==> src/rtl/axis_pkg.sv <==
// axis_pkg: shared constants and helpers for the AXI-Stream demux family
package axis_pkg;
  localparam logic ST_IDLE = 1'b0;
  localparam logic ST_LOCKED = 1'b1;
  localparam int DROP_CNT_W = 16;
  function automatic int clog2(input int v);
    int r;
    r = 0;
    while ((1 << r) < v) r++;
    return r;
  endfunction
endpackage

==> src/rtl/axis_skid_reg.sv <==
// axis_skid_reg: two-entry registered skid buffer with a flop-driven input ready
module axis_skid_reg #(
  parameter int W = 8
) (
  input  logic         clk,
  input  logic         rst_n,
  input  logic [W-1:0] in_data,
  input  logic         in_valid,
  output logic         in_ready,
  output logic [W-1:0] out_data,
  output logic         out_valid,
  input  logic         out_ready
);
  logic [W-1:0] skid_data;
  logic         skid_valid;
  logic         push;
  logic         adv;
  assign push = in_valid && in_ready;
  assign adv  = !out_valid || out_ready;
  // main stage refills from the skid entry first, otherwise from the incoming beat
  always_ff @(posedge clk or negedge rst_n)
    if (!rst_n) begin
      out_valid <= 1'b0;
      out_data  <= '0;
    end else if (adv) begin
      out_valid <= skid_valid || push;
      out_data  <= skid_valid ? skid_data : in_data;
    end
  // skid entry captures a beat that arrives while the main stage is stalled
  always_ff @(posedge clk or negedge rst_n)
    if (!rst_n) begin
      skid_valid <= 1'b0;
      skid_data  <= '0;
    end else if (push && !adv) begin
      skid_valid <= 1'b1;
      skid_data  <= in_data;
    end else if (adv) begin
      skid_valid <= 1'b0;
    end
  // ready tracks next-cycle skid emptiness so it leaves straight from a flop
  always_ff @(posedge clk or negedge rst_n)
    if (!rst_n) in_ready <= 1'b0;
    else        in_ready <= adv || !(skid_valid || push);
endmodule

==> src/rtl/axis_demux1_n.sv <==
// axis_demux1_n: registered AXI-Stream 1-to-N demux with optional per-frame destination lock
module axis_demux1_n
  import axis_pkg::*;
#(
  parameter int WIDTH      = 8,
  parameter int CH         = 4,
  parameter int SEL_W      = clog2(CH),
  parameter int FRAME_LOCK = 1
) (
  input  logic                  clk,
  input  logic                  rst_n,
  input  logic [SEL_W-1:0]      sel,
  input  logic [WIDTH-1:0]      s_axis_tdata,
  input  logic                  s_axis_tvalid,
  input  logic                  s_axis_tlast,
  output logic                  s_axis_tready,
  output logic [CH*WIDTH-1:0]   m_axis_tdata,
  output logic [CH-1:0]         m_axis_tvalid,
  output logic [CH-1:0]         m_axis_tlast,
  input  logic [CH-1:0]         m_axis_tready,
  output logic                  busy,
  output logic [DROP_CNT_W-1:0] drop_cnt
);
  localparam int DW = WIDTH + 1 + SEL_W;
  localparam logic [SEL_W:0] CH_L = (SEL_W + 1)'(CH);
  logic             state;
  logic             state_d;
  logic [SEL_W-1:0] dest_q;
  logic [SEL_W-1:0] dest;
  logic             accept;
  logic             in_range;
  logic [WIDTH-1:0] h_data;
  logic             h_last;
  logic [SEL_W-1:0] h_dest;
  logic             h_valid;
  logic             h_ready;
  assign dest     = (state == ST_LOCKED) ? dest_q : sel;
  assign in_range = {1'b0, dest} < CH_L;
  assign accept   = s_axis_tvalid && s_axis_tready;
  // frame-lock state register
  always_ff @(posedge clk or negedge rst_n)
    if (!rst_n) state <= ST_IDLE;
    else        state <= state_d;
  // open a frame on a non-last beat, close it on any accepted last beat
  always_comb
    state_d = (FRAME_LOCK != 0 && accept) ? (s_axis_tlast ? ST_IDLE : ST_LOCKED) : state;
  // busy marks an open locked frame
  always_comb
    busy = (state == ST_LOCKED);
  // destination captured at the first beat of each frame
  always_ff @(posedge clk or negedge rst_n)
    if (!rst_n)                        dest_q <= '0;
    else if (accept && state == ST_IDLE) dest_q <= sel;
  // saturating count of beats swallowed for an out-of-range destination
  always_ff @(posedge clk or negedge rst_n)
    if (!rst_n)                                      drop_cnt <= '0;
    else if (accept && !in_range && drop_cnt != '1) drop_cnt <= drop_cnt + DROP_CNT_W'(1);
  axis_skid_reg #(.W(DW)) u_skid (
    .clk       (clk),
    .rst_n     (rst_n),
    .in_data   ({s_axis_tdata, s_axis_tlast, dest}),
    .in_valid  (s_axis_tvalid && in_range),
    .in_ready  (s_axis_tready),
    .out_data  ({h_data, h_last, h_dest}),
    .out_valid (h_valid),
    .out_ready (h_ready)
  );
  assign h_ready = |(m_axis_tvalid & m_axis_tready);
  for (genvar k = 0; k < CH; k++) begin : g_ch
    logic hit;
    assign hit                          = h_valid && h_dest == SEL_W'(k);
    assign m_axis_tvalid[k]             = hit;
    assign m_axis_tlast[k]              = hit && h_last;
    assign m_axis_tdata[k*WIDTH+:WIDTH] = hit ? h_data : '0;
  end
endmodule

==> config.mk <==
export PLATFORM = sky130hd
export DESIGN_NAME = axis_demux1_n
export DESIGN_NICKNAME = d
export VERILOG_FILES = /design/src/rtl/axis_pkg.sv /design/src/rtl/axis_skid_reg.sv /design/src/rtl/axis_demux1_n.sv
export SDC_FILE = /design/constraint.sdc
export NUM_CORES = 1
export LEC_CHECK = 0
export CORE_AREA = 2 2 71 73
export CTS_BUF_LIST = sky130_fd_sc_hd__clkbuf_4 sky130_fd_sc_hd__clkbuf_8 sky130_fd_sc_hd__clkbuf_16
export CTS_CLUSTER_DIAMETER = 120
export CTS_CLUSTER_SIZE = 25
export DETAILED_ROUTE_END_ITERATION = 10
export DIE_AREA = 0 0 73 75
export PLACE_DENSITY = 0.75
export SYNTH_ARGS = -nofsm -noshare
export SYNTH_HDL_FRONTEND = slang
export SYNTH_SLANG_ARGS = --single-unit
==> constraint.sdc <==
create_clock -name clk -period 1.5 [get_ports clk]
set_input_delay 0.3 -clock clk [delete_from_list [all_inputs] [get_ports clk]]
set_output_delay 0.3 -clock clk [all_outputs]
set_load 0.05 [all_outputs]
After elaboration in Yosys (flattened, before gate mapping)
Cells that the tools add are included.
{"block": "totals", "mem_bits_rw": 0, "mem_bits_ro": 0, "latch_bits": 0, "wordCells": 41, "mem_count": 0, "ff_bits": 28}
{"block": "classes", "n_bitwise": 2, "addsub": 0, "n_reduce_logical": 20, "muxes": 9, "magnitude_cmp": 0, "div": 0, "n_mul": 0, "eq_ne": 3, "shifts": 0}
{"op": "$mux 8", "count": 4}
{"op": "$logic_and 1x1->1", "count": 11}
{"op": "$mux 11", "count": 1}
{"op": "$and 4x4->4", "count": 1}
{"op": "$eq 2x2->1 const B", "count": 2}
{"op": "$reduce_or 4->1", "count": 1}
{"op": "$logic_not 1->1", "count": 3}
{"op": "$logic_or 1x1->1", "count": 3}
{"op": "$mux 1", "count": 3}
{"op": "$eq 2x1->1 const B", "count": 1}
{"op": "$logic_not 2->1", "count": 1}
{"op": "$mux 2", "count": 1}
{"op": "$reduce_bool 2->1", "count": 1}
{"op": "$not 1->1", "count": 1}

Longest topological paths before layout
{"block": "depth", "word_depth": 8, "ltp_mapped": 4}

Modules after synthesis
From an unflattened synthesis, not the netlist that was laid out.
{"block": "hier_totals", "hier_cells": 143, "area_unflattened_um2": 1726.7}
{"module": "axis_skid_reg", "instances": 1, "seq_area_each_um2": 625.6, "cells_each": 67, "area_per_inst_um2": 1124.8}
{"module": "axis_demux1_n", "instances": 1, "seq_area_each_um2": 75.1, "cells_each": 76, "area_per_inst_um2": 601.8}

Least setup slack after synthesis
No wires, ideal clock.
{"block": "synth_timing", "kind": "register to register", "startpoint": "register u_skid.in_ready", "endpoint": "register u_skid.skid_data[10]", "setup_ns": 0.125, "path_stages_with_launch": 5, "path_slack_ns": -0.238, "arrival_ns": 1.613, "required_time_ns": 1.375, "path_cell_list": "dfrtp_1 -> nand2_1 -> o32ai_4 -> buf_12 -> mux2_4"}
{"block": "synth_between", "elab_chain_cells": 2}
{"item": "from (decl)", "line": "axis_skid_reg.sv:9", "source": "output logic in_ready,"}
{"item": "from (signal assigned)", "line": "axis_skid_reg.sv:43", "source": "else in_ready <= adv || !(skid_valid || push);"}
{"item": "$logic_and 1x1->1", "line": "axis_skid_reg.sv:18", "source": "assign push = in_valid && in_ready;"}
{"item": "$logic_and 1x1->1", "line": "axis_skid_reg.sv:34", "source": "end else if (push && !adv) begin"}
{"item": "to (signal assigned)", "line": "axis_skid_reg.sv:36", "source": "skid_data <= in_data;"}
{"item": "to (decl)", "line": "axis_skid_reg.sv:14", "source": "logic [W-1:0] skid_data;"}
Every way passes these cells.
A chain may end at the register's enable or synchronous reset.

Final worst setup path
{"block": "layout_timing", "startpoint": "register u_skid.out_data[0]", "endpoint": "output port m_axis_tdata[21]"}
{"block": "layout_between", "elab_chain_cells": 3}
{"item": "from (decl)", "line": "axis_skid_reg.sv:10", "source": "output logic [W-1:0] out_data,"}
{"item": "from (signal assigned)", "line": "axis_skid_reg.sv:27", "source": "out_data <= skid_valid ? skid_data : in_data;"}
{"item": "$eq 2x2->1", "line": "axis_demux1_n.sv:71", "source": "assign hit = h_valid && h_dest == SEL_W'(k);"}
{"item": "$logic_and 1x1->1", "line": "axis_demux1_n.sv:71"}
{"item": "$mux 8", "line": "axis_demux1_n.sv:74", "source": "assign m_axis_tdata[k*WIDTH+:WIDTH] = hit ? h_data : '0;"}
{"item": "to (decl)", "line": "axis_demux1_n.sv:17", "source": "output logic [CH*WIDTH-1:0] m_axis_tdata,"}
Every way passes these cells.

==> qor.json <==
{
  "reg2reg_from": {"value": "u_skid.out_data[1]"},
  "route.detailed.drc": {"value": 0},
  "run_status": {"value": "complete, but fails checks"},
  "asyncSetResetFlopFracSynth": {"value": 100.0, "unit": "%"},
  "post-layout-total-power": {"value": 8.248, "unit": "mW"},
  "viasPerCell": {"value": 4.666},
  "wl_met2": {"value": 2.453, "unit": "mm"},
  "clkSinkCount": {"value": 28},
  "synth_most_common_cell": {"value": "sky130_fd_sc_hd__and2_1"},
  "post_place_setup_slack": {"value": -378.5, "unit": "ps"},
  "die_area": {"value": 5475, "unit": "µm²"},
  "n_antenna_cell": {"value": 0},
  "grt_remaining_overflow": {"value": 0},
  "highest-signal-layer": {"value": "met4"},
  "clkLatencyLatePin": {"value": 280, "unit": "ps"},
  "synth_edf_count": {"value": 0},
  "ios": {"value": 76},
  "grt_max_degree": {"value": 29},
  "cts_htree_levels": {"value": 1},
  "hold_viol": {"value": 0},
  "synth_area_per_cell": {"value": 11.89, "unit": "µm²"},
  "tritoncts": {"value": "done"},
  "port_buffers": {"value": 59},
  "starting_density": {"value": 37.26, "unit": "%"},
  "cellPowerDensity": {"value": 2584, "unit": "nW/µm²"},
  "placed_cell_count": {"value": 273},
  "gp_congestion": {"value": 0.8174},
  "route.detailed.wl_per_inst": {"value": 16.28, "unit": "µm"},
  "detailedRoute.firstIterationViolations": {"value": 27},
  "irDropWorstVdd": {"value": 1279, "unit": "µV"},
  "critPathLaunchType": {"value": "flop"},
  "synth.largest_area_cell": {"value": "sky130_fd_sc_hd__dfrtp_1"},
  "detailedRoute.firstPassIterationCount": {"value": 4},
  "clkTransAtPathRegs": {"value": 90, "unit": "ps"},
  "final-max-slew-violation-count": {"value": 0},
  "timing.reg2reg.setup_slack": {"value": -300, "unit": "ps"},
  "cp_data_required_time": {"value": 1200, "unit": "ps"},
  "final_area": {"value": 3192, "unit": "µm²"},
  "met1_length": {"value": 1.996, "unit": "mm"},
  "worst_reg2reg_path_endpoint": {"value": "u_skid.skid_data[6]"},
  "cp_data_arrival_time": {"value": 1540, "unit": "ps"},
  "critical_path_fanout_max": {"value": 5},
  "area_growth_syn_to_layout": {"value": 83.79, "unit": "%"},
  "routed_wl_met3": {"value": 179, "unit": "µm"},
  "final_net_count": {"value": 252},
  "synth-seq-area-share": {"value": 40.35, "unit": "%"},
  "drtAntennaViolNets": {"value": 0},
  "rr_worst_depth": {"value": 5},
  "die-width": {"value": 73, "unit": "µm"},
  "max_cap_violations": {"value": 0},
  "timing.hold.worst.class": {"value": "input port to asynchronous set/reset pin"},
  "share_of_cells_above_drive_strength_1": {"value": 69.10, "unit": "%"},
  "coreArea": {"value": 4661, "unit": "µm²"},
  "critPathKind": {"value": "flop to primary output"},
  "final_setup_slack_of_the_worst_path": {"value": -342.1, "unit": "ps"},
  "crit_path_end_kind": {"value": "primary output"},
  "clock_path_buffers": {"value": 2},
  "grt_overall_usage": {"value": 16.63, "unit": "%"},
  "drt_wl_total": {"value": 4.671, "unit": "mm"},
  "finalHoldWorstSlack": {"value": 391.0, "unit": "ps"},
  "syn-instance-count": {"value": 146},
  "fmaxAchievable": {"value": 0.5429, "unit": "GHz"},
  "netlist.area_leader.share": {"value": 40.35, "unit": "%"},
  "unrepaired_setup_endpoints_after_global_routing": {"value": "true"},
  "finClkSkew": {"value": 4.840, "unit": "ps"},
  "via_count": {"value": 1339},
  "final.period_utilization": {"value": 122.8, "unit": "%"},
  "leakage_power_of_the_design": {"value": 1.432, "unit": "nW"},
  "fin_tns_setup": {"value": -16070, "unit": "ps"},
  "stdcell_count": {"value": 287},
  "antenna_violations_before_repair": {"value": 0},
  "finalWorstPathRequiredPeriod": {"value": 1842, "unit": "ps"},
  "finalSetupViolations": {"value": 64},
  "clock_tree.root_cell": {"value": "sky130_fd_sc_hd__clkbuf_8"},
  "tritoncts.num_buffers": {"value": 3},
  "placementRows": {"value": 25},
  "synthTopCellsByArea": {"value": "sky130_fd_sc_hd__dfrtp_1, sky130_fd_sc_hd__mux2_4, sky130_fd_sc_hd__and2_1"},
  "failed_checks": {"value": "setup timing"},
  "cts-hold-fix-buffers": {"value": 0},
  "finalCoreUtilization": {"value": 68.48, "unit": "%"},
  "synthDistinctLibCells": {"value": 22},
  "count_of_yosys_warnings_during_synthesis": {"value": 0},
  "postSynth.topFlopCell": {"value": "sky130_fd_sc_hd__dfrtp_1"},
  "dpl-instance-area": {"value": 2894, "unit": "µm²"},
  "most_instantiated_cells_after_synthesis": {"value": "sky130_fd_sc_hd__and2_1, sky130_fd_sc_hd__dfrtp_1, sky130_fd_sc_hd__buf_4, sky130_fd_sc_hd__mux2_4, sky130_fd_sc_hd__mux2_2"},
  "grt_pass1_vias": {"value": 1291},
  "synthesized_flop_and_latch_total": {"value": 28},
  "grt_pass1_wl": {"value": 6.810, "unit": "mm"},
  "chipHeight": {"value": 75, "unit": "µm"},
  "post_synth_instance_area": {"value": 1737, "unit": "µm²"},
  "place_hpwl": {"value": 3.210, "unit": "mm"}
}
where the power goes:
group	internal [mW]	total, mW	switching, mW	leakage (nW)
clock network	0.358	0.603	0.245	0.0357
registers	1.15	1.54	0.393	0.328
logic	3.27	6.10	2.83	1.07
critical path, cell delays in order (launching register included):
cell and delay (ps):
sky130_fd_sc_hd__dfrtp_1 410, sky130_fd_sc_hd__or2b_4 300, sky130_fd_sc_hd__nor2_4 110, sky130_fd_sc_hd__buf_6 130, sky130_fd_sc_hd__and2_2 170, sky130_fd_sc_hd__buf_12 140
how the worst max path moves through the flow:
stage,cells past startpoint,slack [ps],from,to
3_5_place_dp,5,-380,m_axis_tready[0],u_skid.skid_data[0]
2_1_floorplan,4,-100,u_skid.out_data[1],u_skid.skid_data[10]
3_3_place_gp,5,-380,m_axis_tready[0],u_skid.skid_data[0]
5_1_grt,5,-390,u_skid.out_data[0],m_axis_tdata[21]
4_1_cts,5,-310,u_skid.out_data[0],m_axis_tdata[6]
6_report,5,-340,u_skid.out_data[0],m_axis_tdata[21]
cells by family (layout without fill, tap and decap cells):
group,after synthesis,count (layout),share of synthesized area [%]
AND/OR/NAND/NOR,50,50,16.86
flip-flops,28,28,40.35
AO/OA/AOI/OAI,6,7,3.963
multiplexers,37,37,27.74
buffers and inverters,24,95,10.88
other,1,16,0.2159
metal layers:
layer  vias to the layer above  global-route usage [%]
li1                        630                       -
met5                         -                       0
met3                         4                   2.945
met4                         0                   4.321
met2                        45                   27.53
met1                       660                   22.64
flip-flops by register name, summed over array words and instances, names as in the netlist:
| signal | cells |
|---|---|
| u_skid.in_ready | 1 |
| busy | 1 |
| u_skid.out_valid | 1 |
| dest_q | 2 |
| u_skid.out_data | 11 |
| u_skid.skid_data | 11 |
| u_skid.skid_valid | 1 |
layout make-up:
type                    instances  area, µm²
repair buffers                 90       1292
multi-input cells             110       1050
clock buffers                   3      41.29
flip-flops and latches         28      701.9
well taps                      54      67.56
clock inverters                 1      30.03
inverters                       1      8.758
fillers                       306       1469
cells in the final DEF (no fill, tap or decap), drive strengths merged:
| cell type | n |
|---|---|
| or2b | 1 |
| mux2 | 35 |
| nand2b | 1 |
| nand2 | 4 |
| buf | 73 |
| or2 | 1 |
| bufinv | 1 |
| o221ai | 1 |
| and2 | 36 |
| o21ai | 2 |
| clkbuf | 3 |
| mux2i | 2 |
| a21oi | 1 |
| inv | 1 |
| conb | 16 |
| o32ai | 1 |
| dfrtp | 28 |
| nand4 | 1 |
| clkdlybuf4s50 | 17 |
| o22a | 2 |
| nor2 | 6 |
what timing repair did:
item / CTS / global route
cloned: 2 / 0
pin swaps: 1 / 2
buffers inserted: 4 / 4
gates resized for setup: 43 / 13
setup endpoints to repair: 61 / 64
Power figures use the tool's default switching activity.
